`src/rtl/branch_predictor_pkg.sv`:
```
// Shared definitions for the gshare branch predictor: counter encodings,
// reset value and the RV32 conditional-branch opcode.
package branch_predictor_pkg;

    localparam logic [6:0] OPC_BRANCH = 7'b1100011;

    typedef enum logic [1:0] {
        BP_SNT = 2'b00,
        BP_WNT = 2'b01,
        BP_WT  = 2'b10,
        BP_ST  = 2'b11
    } bp_ctr_e;

    localparam bp_ctr_e BP_RESET_CTR = BP_WNT;

endpackage

```
`src/rtl/bp_pht.sv`:
```
// Pattern history table: 2-bit saturating counters with one combinational
// read port and one synchronous update port; single-cycle reset fill.
module bp_pht
    import branch_predictor_pkg::*;
#(
    parameter  int PHT_ENTRIES = 64,
    localparam int IDX_W       = $clog2(PHT_ENTRIES)
) (
    input  logic             clk,
    input  logic             rst_n,
    input  logic [IDX_W-1:0] rd_idx,
    output logic [1:0]       rd_ctr,
    input  logic             wr_en,
    input  logic [IDX_W-1:0] wr_idx,
    input  logic             wr_taken
);

    logic [1:0] ctr [PHT_ENTRIES];

    function automatic logic [1:0] sat_update(input logic [1:0] cur, input logic taken);
        logic [1:0] nxt;
        nxt = cur;
        if (taken && cur != BP_ST) begin
            nxt = cur + 2'd1;
        end else if (!taken && cur != BP_SNT) begin
            nxt = cur - 2'd1;
        end
        return nxt;
    endfunction

    // No write-to-read bypass: a same-cycle lookup sees the old counter.
    assign rd_ctr = ctr[rd_idx];

    always_ff @(posedge clk) begin
        if (!rst_n) begin
            for (int i = 0; i < PHT_ENTRIES; i++) begin
                ctr[i] <= BP_RESET_CTR;
            end
        end else if (wr_en) begin
            ctr[wr_idx] <= sat_update(ctr[wr_idx], wr_taken);
        end
    end

endmodule

```
`src/rtl/branch_predictor.sv`:
```
// gshare direction predictor in ID: hashed lookup, speculative global history,
// ID->EX shadow of each prediction, training and history repair at resolve.
module branch_predictor
    import branch_predictor_pkg::*;
#(
    parameter  int PHT_ENTRIES = 64,
    parameter  int GHR_BITS    = 6,
    localparam int IDX_W       = $clog2(PHT_ENTRIES)
) (
    input  logic        clk,
    input  logic        rst_n,
    input  logic [31:0] id_inst,
    input  logic [31:0] id_pc,
    input  logic        id_stall,
    input  logic        ex_hold,
    input  logic        ex_flush,
    input  logic        ex_resolve_valid,
    input  logic        ex_actual_taken,
    output logic        id_br_taken,
    output logic        ex_pred_valid,
    output logic        ex_mispredict
);

    logic [GHR_BITS-1:0] ghr;
    logic [IDX_W-1:0]    idx;
    logic [1:0]          rd_ctr;
    logic                is_branch;
    logic                id_advance;
    logic                res_acc;

    logic                vld_p1;
    logic [IDX_W-1:0]    idx_p1;
    logic                pred_p1;
    logic [GHR_BITS-1:0] snap_p1;

    logic unused_bits;
    assign unused_bits = ^{id_inst[31:7], id_pc[31:IDX_W+2], id_pc[1:0], snap_p1[GHR_BITS-1]};

    // ID stage: index hash and lookup
    assign is_branch   = (id_inst[6:0] == OPC_BRANCH);
    assign idx         = id_pc[IDX_W+1:2] ^ IDX_W'(ghr);
    assign id_br_taken = is_branch & rd_ctr[1];
    assign id_advance  = !(id_stall || ex_hold || ex_flush);

    assign res_acc       = ex_resolve_valid & vld_p1;
    assign ex_pred_valid = vld_p1;
    assign ex_mispredict = res_acc & (ex_actual_taken != pred_p1);

    bp_pht #(
        .PHT_ENTRIES(PHT_ENTRIES)
    ) u_pht (
        .clk     (clk),
        .rst_n   (rst_n),
        .rd_idx  (idx),
        .rd_ctr  (rd_ctr),
        .wr_en   (res_acc),
        .wr_idx  (idx_p1),
        .wr_taken(ex_actual_taken)
    );

    // Repair uses the pre-shift snapshot, so it overrides any speculative shift.
    always_ff @(posedge clk) begin
        if (!rst_n) begin
            ghr <= '0;
        end else if (ex_mispredict) begin
            ghr <= {snap_p1[GHR_BITS-2:0], ex_actual_taken};
        end else if (id_advance && is_branch) begin
            ghr <= {ghr[GHR_BITS-2:0], id_br_taken};
        end
    end

    // ID->EX boundary: shadow valid; an accepted resolve under hold clears it
    always_ff @(posedge clk) begin
        if (!rst_n) begin
            vld_p1 <= 1'b0;
        end else if (ex_hold) begin
            if (res_acc) begin
                vld_p1 <= 1'b0;
            end
        end else if (ex_flush || id_stall) begin
            vld_p1 <= 1'b0;
        end else begin
            vld_p1 <= is_branch;
        end
    end

    always_ff @(posedge clk) begin
        if (id_advance) begin
            idx_p1  <= idx;
            pred_p1 <= id_br_taken;
            snap_p1 <= ghr;
        end
    end

endmodule

```
`config.mk`:
```
export PLATFORM = sky130hd
export DESIGN_NAME = branch_predictor
export DESIGN_NICKNAME = d
export VERILOG_FILES = /design/src/rtl/branch_predictor_pkg.sv /design/src/rtl/bp_pht.sv /design/src/rtl/branch_predictor.sv
export SDC_FILE = /design/constraint.sdc
export NUM_CORES = 1
export LEC_CHECK = 0
export ABC_AREA = 1
export CAP_MARGIN = 5
export CORE_UTILIZATION = 35
export DETAILED_ROUTE_END_ITERATION = 8
export GPL_TIMING_DRIVEN = 0
export HOLD_SLACK_MARGIN = 0.1
export PLACE_DENSITY = 0.65
export REMOVE_ABC_BUFFERS = 1
export SLEW_MARGIN = 20
export SYNTH_ARGS = -nofsm -noshare
export SYNTH_HDL_FRONTEND = slang
export SYNTH_HIERARCHICAL = 1
export SYNTH_SLANG_ARGS = --single-unit
```
`constraint.sdc`:
```
create_clock -name clk -period 2.5 [get_ports clk]
set_input_delay 0.375 -clock clk [delete_from_list [all_inputs] [get_ports clk]]
set_output_delay 0.375 -clock clk [all_outputs]
set_load 0.05 [all_outputs]
```
==> results.md <==
* Fmax at 306.5 MHz
* Post-Syn Instances at 1,116
* Post-Synthesis Cell Area at 9094 µm²
* Clock Pin Slew Worst Setup and Hold Paths at 0.07 ns
* Total Routing Usage GR at 24.35%
* Sw Share at 30.62%
* WL final at 32,250 µm
* Power density over the cells at 596.0 nW/µm²
* Req. time, crit path at 2.67 ns
* Cell family with most CP delay: buffers and inverters
* Antenna Nets Post-Route at 0
* Place WS at -1.932 ns
* Worst Skew at 0.01240 ns
* H-tree depth at 4
* GPL Wtd Cong at 0.8928
* Clock share of power at 37.7%
* Area of the multi-input gates at 4574 µm²
* CP peak stage delay at 0.48 ns
* Max cap viols at 0
* Fin crit share at 130.5%
* Worst-path cell chain: buf_4, inv_6, nor2_4, o211ai_1, nand2_2, o21ai_2, nand2_1, nor2_2, nand2_2, inv_2, ha_4, nor2_4, nor2_2, nand3b_1, buf_6, buf_12, buf_12, buf_12, nand3_2
* Worst slew pin tran at 0.8067 ns
* Antenna violations before repair at 0
* Inst Count DP at 1,416
* Yosys warns at 6
* Clk sink count at 147
* Cell Rows at 58
* Post-cts hold buffer count at 0
* CTS tree: yes
* Slowest CP cell: edfxtp_1
* Initial detailed-routing violation count at 1,257
* Fin crit period at 3.262 ns
* Pre-antenna DRT Iters at 6
* CTS root buf: clkbuf_16
* Fillers at 2,169
* Reg area at 4348 µm²
* Layout cells sized above 1 at 28.20%
* Ant diodes at 0
* Run status: complete, but fails checks
* Total die area at 26,630 µm²
* Worst-Skew Late Latency at 0.43 ns
* Port buffer count at 22
* Setup CP Type: flop to flop
* Final hold vios at 0
* Vias/cell at 5.557
* Most frequent CP cell: buf_12
* Die Wd at 163.2 µm
* Sw power at 2207 µW
* GR Overflow Total at 0
* Post-Layout Cell Count at 1,525
* RSZ-0062 raised after global routing: yes
* Vias in the first global route at 8,239
* IO Pins at 74
* Chip height at 163.2 µm
* Post-DP HPWL at 15,350 µm
* Post-route cell area at 12,100 µm²
* CP arrival at 3.43 ns
* Core area at 25,330 µm²
* Combinational share of power at 24.1%
* Layout Nets at 1,255
* P_leak at 0.004368 µW
* Placed inst area at 9579 µm²
* TritonCTS Buffers at 17
* Reg power frac at 38.2%
* First-pass GRT wire length at 47,150 µm
* Syn_area_per_cell at 8.148 µm²
* Pint at 5002 µW
* Max-slew violations at 0
* Buffers and inverters on the worst path at 7
* CP Max Fanout at 17
* Vias post-DR at 8,475
* Initial Util at 35.91%
* Crit path launch type: flop
* Routed wire per std cell at 21.15 µm
* Peak supply drop at 557.0 µV
* Critical Path Sink Type: flop
* Final Setup Violations at 162
* Slew margin rel. at 46.04%
* Clock buffer depth at 2
* Layout area overhead at 33.04%
* Power, Total at 7210 µW
* Pin count of the biggest net entering global routing at 40
* Failing checks: negative setup slack
* Hold Crit Class: input pin to flop
* Final worst slack at -0.7621 ns
* # DRC at 0
[flip-flops by register name, summed over array words and instances, names as in the netlist]
register / flops
ghr: 6
ex_pred_valid: 1
pred_p1: 1
u_pht/ctr: 128
idx_p1: 6
snap_p1: 5
[power groups by stage]
| stage | clock [µW] | sequential [µW] | combinational [µW] |
|---|---|---|---|
| 2_1_floorplan | 0 | 2810 | 493 |
| 6_report | 2720 | 2750 | 1740 |
| 3_5_place_dp | 0 | 2810 | 860 |
| 4_1_cts | 2720 | 2750 | 1570 |
| 3_3_place_gp | 0 | 2830 | 768 |
| 5_1_grt | 2820 | 2760 | 1780 |
[layout by cell type (no fill, tap or decap), drive strengths merged, types with 2 or more instances in the layout]
| cell type | count |
|---|---|
| clkinvlp | 5 |
| clkdlybuf4s50 | 18 |
| nor3 | 11 |
| clkbuf | 23 |
| buf | 76 |
| bufinv | 4 |
| nand3 | 111 |
| ha | 2 |
| xor2 | 6 |
| dfxtp | 7 |
| edfxtp | 140 |
| a21oi | 45 |
| nand2 | 310 |
| clkinv | 4 |
| or2 | 4 |
| inv | 173 |
| nor2 | 175 |
| o211ai | 17 |
| o21ai | 59 |
[metrics by stage]
stage                     hold slack [ns]  utilization [%]  TNS, ns
after detailed placement           0.4924            37.82  -281.97
after global placement             0.4562            36.50  -952.74
after CTS                          0.4576            46.20   -54.50
after global routing               0.4665            47.77   -92.34
after floorplan                    0.4502                -  -301.94
final                              0.4717            47.77   -88.95
[layout make-up]
cell class	instances	share of cell area, %
Clock inverter	12	1.489
Sequential cell	147	35.94
Timing Repair Buffer	100	11.78
Multi-Input combinational cell	742	37.81
Clock buffer	20	3.609
Timing Repair inverter	2	0.3310
Tap cell	330	3.413
Inverter	172	5.626
[metal layers]
metal | track usage, % | up-vias | wire length [µm]
li1 | - | 3706 | -
met1 | 29.07 | 3965 | 11300
met2 | 38.81 | 638 | 14630
met3 | 6.882 | 166 | 4363
met4 | 14.70 | 0 | 1961
met5 | 0 | - | 0
[repair_timing]
item                                    CTS  global route
gates cloned                             24             1
buffers inserted                         50             7
gates resized for setup                 157            95
endpoints found under the setup margin  212           166
pin swaps                                51            21
[final timing paths]
path | startpoint | slack [ns] | end | cells past startpoint
max | idx_p1[1] | -0.76 | u_pht/ctr[28][0] | 19
min | rst_n | 0.47 | u_pht/ctr[5][1] | 2
max reg2reg | idx_p1[1] | -0.76 | u_pht/ctr[28][0] | 19
min reg2reg | ghr[5] | 0.51 | ghr[5] | 2
Power figures use the tool's default switching activity.
